==> src/rtl/ps_lane_scheduler_if.sv <==
`default_nettype none
// +----------------------------------------------------------------------------+
// | ps_lane_scheduler_if : requester/serializer signals of the lane scheduler  |
// | Rev 1.0                                                                    |
// +----------------------------------------------------------------------------+
interface ps_lane_scheduler_if;
  logic       ENABLE;
  logic       REQ_A;
  logic       REQ_B;
  logic [9:0] D_A;
  logic [9:0] D_B;
  logic       GNT_A;
  logic       GNT_B;
  logic       LOAD;
  logic [9:0] D_OUT;
  logic       VALID;
  logic [3:0] BIT_CNT;
  logic [1:0] STATE;

  modport slave (
    input  ENABLE, REQ_A, REQ_B, D_A, D_B,
    output GNT_A, GNT_B, LOAD, D_OUT, VALID, BIT_CNT, STATE
  );

  modport master (
    output ENABLE, REQ_A, REQ_B, D_A, D_B,
    input  GNT_A, GNT_B, LOAD, D_OUT, VALID, BIT_CNT, STATE
  );
endinterface
`default_nettype wire

==> src/rtl/ps_lane_scheduler.sv <==
`default_nettype none
// +----------------------------------------------------------------------------+
// | ps_lane_scheduler : frames a 10-bit serializer lane, sends comma sync then |
// | round-robin arbitrates two requesters once per frame.  Rev 1.0             |
// +----------------------------------------------------------------------------+
module ps_lane_scheduler #(
  parameter int         SYNC_WORDS = 4,
  parameter logic [9:0] COMMA      = 10'b0011111010
) (
  input wire                 CLOCK,
  input wire                 RESET_L,
  ps_lane_scheduler_if.slave lane
);

  typedef enum logic [1:0] {
    ST_IDLE   = 2'd0,
    ST_SYNC   = 2'd1,
    ST_ACTIVE = 2'd2
  } state_t;

  localparam int                c_SC_W       = (SYNC_WORDS < 2) ? 1 : $clog2(SYNC_WORDS + 1);
  localparam logic [c_SC_W-1:0] c_SYNC_WORDS = c_SC_W'(SYNC_WORDS);
  localparam logic [c_SC_W-1:0] c_SYNC_ONE   = c_SC_W'(1);
  localparam logic [3:0]        c_LAST_BIT   = 4'd9;

  state_t            r_state,    w_state_nxt;
  logic [3:0]        r_bit_cnt,  w_bit_cnt_nxt;
  logic [c_SC_W-1:0] r_sync_cnt, w_sync_cnt_nxt;
  logic              r_last_b,   w_last_b_nxt;
  logic              r_load,     w_load_nxt;
  logic              r_valid,    w_valid_nxt;
  logic              r_gnt_a,    w_gnt_a_nxt;
  logic              r_gnt_b,    w_gnt_b_nxt;
  logic [9:0]        r_dout,     w_dout_nxt;

  logic w_frame;
  logic w_pick_a;
  logic w_pick_b;

  assign w_frame  = (r_bit_cnt == c_LAST_BIT);
  // On a tie, A wins only when B was the last one served.
  assign w_pick_a = lane.REQ_A & (~lane.REQ_B | r_last_b);
  assign w_pick_b = lane.REQ_B & ~w_pick_a;

  always_comb begin
    w_state_nxt    = r_state;
    w_bit_cnt_nxt  = r_bit_cnt;
    w_sync_cnt_nxt = r_sync_cnt;
    w_last_b_nxt   = r_last_b;
    w_load_nxt     = 1'b0;
    w_gnt_a_nxt    = 1'b0;
    w_gnt_b_nxt    = 1'b0;
    w_dout_nxt     = r_dout;
    w_valid_nxt    = r_valid;

    if (!lane.ENABLE) begin
      w_state_nxt    = ST_IDLE;
      w_bit_cnt_nxt  = 4'd0;
      w_sync_cnt_nxt = '0;
      w_dout_nxt     = 10'd0;
      w_valid_nxt    = 1'b0;
    end else if (r_state == ST_IDLE) begin
      w_state_nxt    = ST_SYNC;
      w_bit_cnt_nxt  = 4'd0;
      w_sync_cnt_nxt = c_SYNC_ONE;
      w_load_nxt     = 1'b1;
      w_dout_nxt     = COMMA;
      w_valid_nxt    = 1'b0;
    end else begin
      w_bit_cnt_nxt = w_frame ? 4'd0 : r_bit_cnt + 4'd1;
      if (w_frame) begin
        w_load_nxt = 1'b1;
        if ((r_state == ST_SYNC) && (r_sync_cnt != c_SYNC_WORDS)) begin
          w_sync_cnt_nxt = r_sync_cnt + c_SYNC_ONE;
          w_dout_nxt     = COMMA;
          w_valid_nxt    = 1'b0;
        end else begin
          // The edge that completes the comma run already carries data.
          w_state_nxt    = ST_ACTIVE;
          w_sync_cnt_nxt = '0;
          w_gnt_a_nxt    = w_pick_a;
          w_gnt_b_nxt    = w_pick_b;
          w_valid_nxt    = w_pick_a | w_pick_b;
          w_dout_nxt     = w_pick_a ? lane.D_A : (w_pick_b ? lane.D_B : COMMA);
          if (w_pick_a | w_pick_b) begin
            w_last_b_nxt = w_pick_b;
          end
        end
      end
    end
  end

  always_ff @(posedge CLOCK or negedge RESET_L) begin
    if (!RESET_L) begin
      r_state    <= ST_IDLE;
      r_bit_cnt  <= 4'd0;
      r_sync_cnt <= '0;
      r_last_b   <= 1'b1;
      r_load     <= 1'b0;
      r_valid    <= 1'b0;
      r_gnt_a    <= 1'b0;
      r_gnt_b    <= 1'b0;
      r_dout     <= 10'd0;
    end else begin
      r_state    <= w_state_nxt;
      r_bit_cnt  <= w_bit_cnt_nxt;
      r_sync_cnt <= w_sync_cnt_nxt;
      r_last_b   <= w_last_b_nxt;
      r_load     <= w_load_nxt;
      r_valid    <= w_valid_nxt;
      r_gnt_a    <= w_gnt_a_nxt;
      r_gnt_b    <= w_gnt_b_nxt;
      r_dout     <= w_dout_nxt;
    end
  end

  assign lane.STATE   = r_state;
  assign lane.BIT_CNT = r_bit_cnt;
  assign lane.LOAD    = r_load;
  assign lane.VALID   = r_valid;
  assign lane.GNT_A   = r_gnt_a;
  assign lane.GNT_B   = r_gnt_b;
  assign lane.D_OUT   = r_dout;

endmodule
`default_nettype wire

==> src/flat_wrapper.sv <==
// flat-port wrapper written by rule: the top's interface ports become plain ports
module ps_lane_scheduler_flat 
#(
  parameter int         SYNC_WORDS = 4,
  parameter logic [9:0] COMMA      = 10'b0011111010
)
  (CLOCK, RESET_L, lane_ENABLE, lane_REQ_A, lane_REQ_B, lane_D_A, lane_D_B, lane_GNT_A, lane_GNT_B, lane_LOAD, lane_D_OUT, lane_VALID, lane_BIT_CNT, lane_STATE);
  ps_lane_scheduler_if lane_i ();
  input wire CLOCK;
  input wire RESET_L;
  input wire logic [$bits(lane_i.ENABLE)-1:0] lane_ENABLE;
  input wire logic [$bits(lane_i.REQ_A)-1:0] lane_REQ_A;
  input wire logic [$bits(lane_i.REQ_B)-1:0] lane_REQ_B;
  input wire logic [$bits(lane_i.D_A)-1:0] lane_D_A;
  input wire logic [$bits(lane_i.D_B)-1:0] lane_D_B;
  output wire logic [$bits(lane_i.GNT_A)-1:0] lane_GNT_A;
  output wire logic [$bits(lane_i.GNT_B)-1:0] lane_GNT_B;
  output wire logic [$bits(lane_i.LOAD)-1:0] lane_LOAD;
  output wire logic [$bits(lane_i.D_OUT)-1:0] lane_D_OUT;
  output wire logic [$bits(lane_i.VALID)-1:0] lane_VALID;
  output wire logic [$bits(lane_i.BIT_CNT)-1:0] lane_BIT_CNT;
  output wire logic [$bits(lane_i.STATE)-1:0] lane_STATE;
  assign lane_i.ENABLE = lane_ENABLE;
  assign lane_i.REQ_A = lane_REQ_A;
  assign lane_i.REQ_B = lane_REQ_B;
  assign lane_i.D_A = lane_D_A;
  assign lane_i.D_B = lane_D_B;
  assign lane_GNT_A = lane_i.GNT_A;
  assign lane_GNT_B = lane_i.GNT_B;
  assign lane_LOAD = lane_i.LOAD;
  assign lane_D_OUT = lane_i.D_OUT;
  assign lane_VALID = lane_i.VALID;
  assign lane_BIT_CNT = lane_i.BIT_CNT;
  assign lane_STATE = lane_i.STATE;
  ps_lane_scheduler #(.SYNC_WORDS(SYNC_WORDS), .COMMA(COMMA)) u_core (.CLOCK(CLOCK), .RESET_L(RESET_L), .lane(lane_i));
endmodule
==> config.mk <==
export PLATFORM = sky130hd
export DESIGN_NAME = ps_lane_scheduler_flat
export DESIGN_NICKNAME = d
export VERILOG_FILES = /design/src/rtl/ps_lane_scheduler_if.sv /design/src/rtl/ps_lane_scheduler.sv /design/src/flat_wrapper.sv
export SDC_FILE = /design/constraint.sdc
export NUM_CORES = 1
export LEC_CHECK = 0
export BUFFER_PORTS_ARGS = -buffer_cell sky130_fd_sc_hd__clkbuf_2
export CAP_MARGIN = 5
export CORE_MARGIN = 2
export CORE_UTILIZATION = 39
export CTS_CLUSTER_DIAMETER = 60
export DETAILED_ROUTE_END_ITERATION = 10
export PLACE_DENSITY = 0.69
export REMOVE_ABC_BUFFERS = 1
export SLEW_MARGIN = 5
export SYNTH_ARGS = -nofsm -noshare
export SYNTH_HDL_FRONTEND = slang
export SYNTH_SLANG_ARGS = --single-unit
==> constraint.sdc <==
create_clock -name CLOCK -period 1.6 [get_ports CLOCK]
set_clock_uncertainty 0.1 [all_clocks]
set_input_delay 0.32 -clock CLOCK [delete_from_list [all_inputs] [get_ports CLOCK]]
set_output_delay 0.32 -clock CLOCK [all_outputs]
set_load 0.01 [all_outputs]
==> results_dict.tcl, run 1 <==
set metrics [dict create \
    timing.final.ws_setup_ps -24.7 \
    path_class "register to register" \
    placement.cell_area_mm2 0.00149 \
    grt-ovfl-total 0 \
    place_inst 188 \
    synth_cells 105 \
    stdcell_area_mm2 0.00166 \
    tritoncts "done" \
    portBuffers 44 \
    fmax_ghz 0.616 \
    avgSynthCellArea_um2 11.1 \
    clock_sinks 24 \
    reg2reg_slack_ps -20 \
    clockBufferDepth 2 \
    maxCapViolCount 0 \
    seq_area_frac_synth 0.517 \
    grt_pass1_wl_mm 4.71 \
    finalSetupViolCount 4 \
    antenna_found_initial 0 \
    grt_use_total 0.177 \
    power.leakage_nw 0.865 \
    ant_nets 0 \
    fin_crit_sh 1.02 \
    crit_path_top_delay_cell "dfrtp_1" \
    dp_slack_ps -65.3 \
    dr_total_vias 1061 \
    reg2reg_from "u_core.lane.BIT_CNT[1]" \
    worst_pin_slew_ps 586 \
    status "finished with violations" \
    ys_ff_latch 24 \
    yosysUniqueCellTypes 30 \
    start_util 0.415 \
    start_kind "register" \
    slew_viol_final 0 \
    diodes 0 \
    drc 0 \
    syn_area_mm2 0.00116 \
    wl_per_cell_um 14.0 \
    hold_path_class "primary input to register" \
    die_x_um 58.6 \
    grt_max_degree 25 \
    core_mm2 0.00281 \
    maxSlewHeadroom 0.609 \
    cp.arrival_ps 1780 \
    crit_required_ps 1760 \
    final_hold_viol_count 0 \
    min-delay-start "lane_REQ_A" \
    critPathMaxStageDelay_ps 400 \
    boundaryPins 45 \
    die_h_um 58.6 \
    reg2regPathDepth 6 \
    grt_pass1_vias 1110 \
    cp_num_buf_inv 1 \
    rsz0062_at_grt "true" \
    via_per_inst 5.25 \
    yosys_warnings 0 \
    routed_wl_mm 2.82 \
    path_max_fanout 5 \
    cts_max_level 1 \
    fin_cells 202 \
    area.growth.synth_to_final_pct 42.9 \
    power_mw 1.11 \
    cts_root_buf "clkbuf_4" \
    cts_buffers 3 \
    clkSlewWorstSetupHoldPaths_ps 120 \
    drive_gt1_frac 0.509 \
    hold_depth 2 \
    whs_ps 95.2 \
    holdPathEnd "u_core.r_last_b" \
    layout.nets 201 \
    cp_top_family "simple AND/OR/NAND/NOR gates" \
    cp_cell_sequence "inv_1 > ha_2 > nand3b_1 > nor3b_4 > and3_1 > a221o_1" \
    ir_drop_uv 292 \
    min_period_ps 1620 \
    num-fill-cells 259 \
    r2r_end "u_core.lane.D_OUT[9]" \
    power_density_mw_per_mm2 667 \
    drt_first_pass_iters 4 \
    worstSetupEndpointType "register" \
    insertion_delay_ps 310 \
    dp_hpwl_mm 2.05 \
    core.rowCount 19 \
    failed_checks "negative setup slack" \
    dieArea_mm2 0.00344 \
    gp_congestion 0.785 \
    drtIter0Drc 27 \
]
cells by family after synthesis:
kind of cell,synth area share
flip-flops,0.517
buffers and inverters,0.0204
XOR/XNOR,0.0151
AND/OR/NAND/NOR,0.200
AO/OA/AOI/OAI,0.204
adder cells (fa/ha/maj),0.0430
worst max path at each step:
stage / startpoint / end / slack [ps] / cells after the start
finish: u_core.lane.BIT_CNT[1] / u_core.lane.D_OUT[9] / -20 / 6
global route: u_core.lane.BIT_CNT[1] / u_core.lane.D_OUT[2] / -140 / 6
CTS: u_core.r_sync_cnt[0] / u_core.lane.D_OUT[8] / -20 / 6
detailed placement: u_core.lane.BIT_CNT[0] / u_core.r_sync_cnt[2] / -70 / 5
global placement: u_core.r_sync_cnt[0] / u_core.lane.D_OUT[8] / -20 / 6
floorplan: u_core.lane.BIT_CNT[0] / u_core.r_sync_cnt[2] / -50 / 5
power by group:
part	switching (mW)	internal [mW]
combinational	0.100	0.0964
clock	0.171	0.0974
sequential	0.0167	0.628
cell type report:
cell class | instances | area (um^2) | share of cell area
clock buffer | 4 | 26.3 | 0.0158
inverter | 4 | 15.0 | 0.00903
multi-input combinational | 75 | 601 | 0.361
sequential | 24 | 602 | 0.362
tap | 31 | 38.8 | 0.0233
timing repair buffer | 64 | 380 | 0.229
through the flow:
step	TNS (ps)	util
final	-66.8	0.593
after global routing	-1160	0.593
after CTS	-32.5	0.569
after floorplan	-87.4	-
after global placement	-21.5	0.531
after detailed placement	-392	0.531
placed cells by master, fill, tap and decap left out, types with 4 or more instances in the layout:
| master | synthesis | routed |
|---|---|---|
| a21oi_1 | 8 | 7 |
| a221o_1 | 4 | 4 |
| buf_4 | 0 | 17 |
| clkbuf_2 | 0 | 44 |
| dfrtp_1 | 23 | 23 |
| nand2_1 | 7 | 5 |
| nor2_1 | 9 | 8 |
| o21ai_1 | 0 | 6 |
| o32ai_1 | 6 | 6 |
cells in the mapped netlist:
library cell | instances | area share
nor3b_4 | 1 | 0.016
o21ai_0 | 10 | 0.043
nand3b_1 | 2 | 0.013
dfstp_2 | 1 | 0.023
a221o_1 | 4 | 0.034
a31oi_4 | 1 | 0.018
a32o_1 | 1 | 0.0086
ha_1 | 4 | 0.043
and3_1 | 3 | 0.016
a31oi_1 | 1 | 0.0054
nand3_1 | 2 | 0.0086
and2b_2 | 2 | 0.015
nor3_2 | 1 | 0.0086
xor2_1 | 1 | 0.0075
and2_1 | 2 | 0.011
inv_1 | 4 | 0.013
nor2_1 | 9 | 0.029
nand3b_4 | 1 | 0.017
nor2_2 | 2 | 0.011
a21oi_1 | 8 | 0.034
clkbuf_1 | 1 | 0.0032
nor3b_2 | 1 | 0.011
buf_2 | 1 | 0.0043
dfrtp_1 | 23 | 0.49
nor2b_1 | 2 | 0.011
o32ai_1 | 6 | 0.045
a22o_1 | 2 | 0.015
and3b_4 | 1 | 0.011
xnor2_1 | 1 | 0.0075
nand2_1 | 7 | 0.023
flip-flops by register name, indices dropped and copies added (netlist names):
name	cells
u_core.r_last_b	1
u_core.lane.LOAD	1
u_core.lane.STATE	2
u_core.lane.D_OUT	10
u_core.lane.GNT_A	1
u_core.lane.GNT_B	1
u_core.lane.BIT_CNT	4
u_core.lane.VALID	1
u_core.r_sync_cnt	3
what timing repair did:
item / CTS / global route
endpoints found under the setup margin: 14 / 17
gates resized for setup: 7 / 19
hold buffers: 1 / 0
setup buffers: 6 / 3
endpoints found under the hold margin: 23 / 0
pin swaps: 6 / 5
layer usage:
metal | GRT usage | wire length, um
met1 | 0.225 | 1270
met3 | 0.0308 | 137
met4 | 0.0714 | 15
met2 | 0.299 | 1390
met5 | 0 | 0
(Power assumes the default switching activity.)
==> inputs of run 2 (changes only) <==
--- a/config.mk
+++ b/config.mk
@@ -7,11 +7,11 @@
 export LEC_CHECK = 0
 export BUFFER_PORTS_ARGS = -buffer_cell sky130_fd_sc_hd__clkbuf_2
 export CAP_MARGIN = 5
-export CORE_MARGIN = 2
+export CORE_MARGIN = 10
 export CORE_UTILIZATION = 39
 export CTS_CLUSTER_DIAMETER = 60
 export DETAILED_ROUTE_END_ITERATION = 10
-export PLACE_DENSITY = 0.69
+export PLACE_DENSITY = 0.66
 export REMOVE_ABC_BUFFERS = 1
 export SLEW_MARGIN = 5
 export SYNTH_ARGS = -nofsm -noshare
==> constraint.sdc (replaced) <==
create_clock -name CLOCK -period 1.5 [get_ports CLOCK]
set_clock_uncertainty 0.1 [all_clocks]
set_input_delay 0.3 -clock CLOCK [delete_from_list [all_inputs] [get_ports CLOCK]]
set_output_delay 0.3 -clock CLOCK [all_outputs]
set_load 0.01 [all_outputs]
==> results_dict.tcl, run 2 (synthesized netlist as in run 1, its figures left out) <==
set metrics [dict create \
    cts_root_buf "clkbuf_4" \
    slew_viol_final 0 \
    rsz0062_at_grt "true" \
    dp_hpwl_mm 2.49 \
    grt_use_total 0.118 \
    core.rowCount 19 \
    clock_sinks 24 \
    dieArea_mm2 0.00557 \
    cts_max_level 1 \
    drtIter0Drc 55 \
    power_density_mw_per_mm2 725 \
    setup_tns_ps -774 \
    die_x_um 74.6 \
    min_period_ps 1620 \
    final_hold_viol_count 0 \
    status "finished with violations" \
    area.growth.synth_to_final_pct 49.7 \
    grt_max_degree 25 \
    utilization 0.621 \
    drc 0 \
    clkSlewWorstSetupHoldPaths_ps 130 \
    ant_nets 0 \
    die_h_um 74.6 \
    grt_pass1_wl_mm 5.31 \
    crit_required_ps 1660 \
    power.leakage_nw 0.904 \
    layout_common_cells "clkbuf_2 (43), buf_4 (23), dfrtp_1 (22)" \
    cts_buffers 3 \
    maxSlewHeadroom 0.603 \
    antenna_found_initial 0 \
    final_common_cell "clkbuf_2" \
    routed_wl_mm 3.22 \
    core_mm2 0.00281 \
    worst_pin_slew_ps 595 \
    layout.nets 208 \
    path_max_fanout 5 \
    via_per_inst 5.31 \
    ir_drop_uv 438 \
    maxCapViolCount 0 \
    start_kind "register" \
    tritoncts "done" \
    placement.cell_area_mm2 0.00154 \
    path_class "register to register" \
    timing.final.ws_setup_ps -117 \
    cp.arrival_ps 1780 \
    worstSetupEndpointType "register" \
    stdcell_area_mm2 0.00174 \
    start_util 0.415 \
    dr_total_vias 1109 \
    fin_crit_sh 1.08 \
    drive_gt1_frac 0.584 \
    fmax_ghz 0.619 \
    finalSetupViolCount 20 \
    portBuffers 44 \
    largest_register_ffs 10 \
    drt_first_pass_iters 4 \
    grt_pass1_vias 1179 \
    failed_checks "negative setup slack" \
    clockBufferDepth 2 \
    whs_ps 67.3 \
    wl_per_cell_um 15.4 \
    hold_path_class "primary input to register" \
    boundaryPins 45 \
    gp_congestion 0.789 \
    diodes 0 \
    insertion_delay_ps 310 \
    grt-ovfl-total 0 \
]
## run 2: power by group
group / leakage, nW / total, mW / switching, mW / internal [mW]
Clock: 0.0210 / 0.340 / 0.191 / 0.148
Combinational: 0.568 / 0.235 / 0.116 / 0.118
Sequential: 0.315 / 0.688 / 0.0175 / 0.671
Total: 0.904 / 1.26 / 0.325 / 0.937
## run 2: what timing repair did
item | 4_1_cts | 5_1_grt
endpoints found under the setup margin | 16 | 20
endpoints found under the hold margin | 23 | 0
buffers inserted | 3 | 6
resized for setup | 7 | 29
pin swaps | 11 | 13
hold buffers | 1 | 0
## run 2: cell type report
class	count	area, um^2
fillers	232	1060
multi-input cells	75	612
flip-flops and latches	24	603
repair buffers	71	437
well taps	31	38.8
clock buffers	4	36.3
inverters	4	15.0
## run 2: path summary, 6_finish.rpt
check	slack, ps	cells past startpoint	startpoint	endpoint
max in group asynchronous	460	2	RESET_L	u_core.lane.STATE[0]
setup / recovery	-120	6	u_core.lane.BIT_CNT[1]	u_core.lane.D_OUT[0]
min in group asynchronous	410	2	RESET_L	u_core.r_sync_cnt[2]
setup reg to reg	-120	6	u_core.lane.BIT_CNT[1]	u_core.lane.D_OUT[0]
hold / removal	70	2	lane_REQ_A	u_core.r_last_b
hold reg to reg	430	2	u_core.lane.VALID	u_core.lane.VALID
## run 2: worst max-delay path, stage by stage, from the launching register on
cell and delay, ps:
dfrtp_1 400, inv_1 60, ha_2 170, nand3b_1 220
nor3b_4 310, and3_1 200, a221o_1 110
## run 2: per-layer routing
layer,up-vias,share of wire,GRT usage
li1,538,-,-
met1,537,0.41,0.136
met2,32,0.51,0.201
met3,2,0.080,0.0473
met4,0,0.0047,0.0252
met5,-,0,0
## run 2: through the flow
stage               setup WS (ps)  power (mW)  cells
CTS                          -124        1.24    203
finish                       -117        1.26    209
floorplan                    -153       0.775    103
global placement             -134       0.882    195
global route                 -192        1.33    209
detailed placement           -186       0.889    195
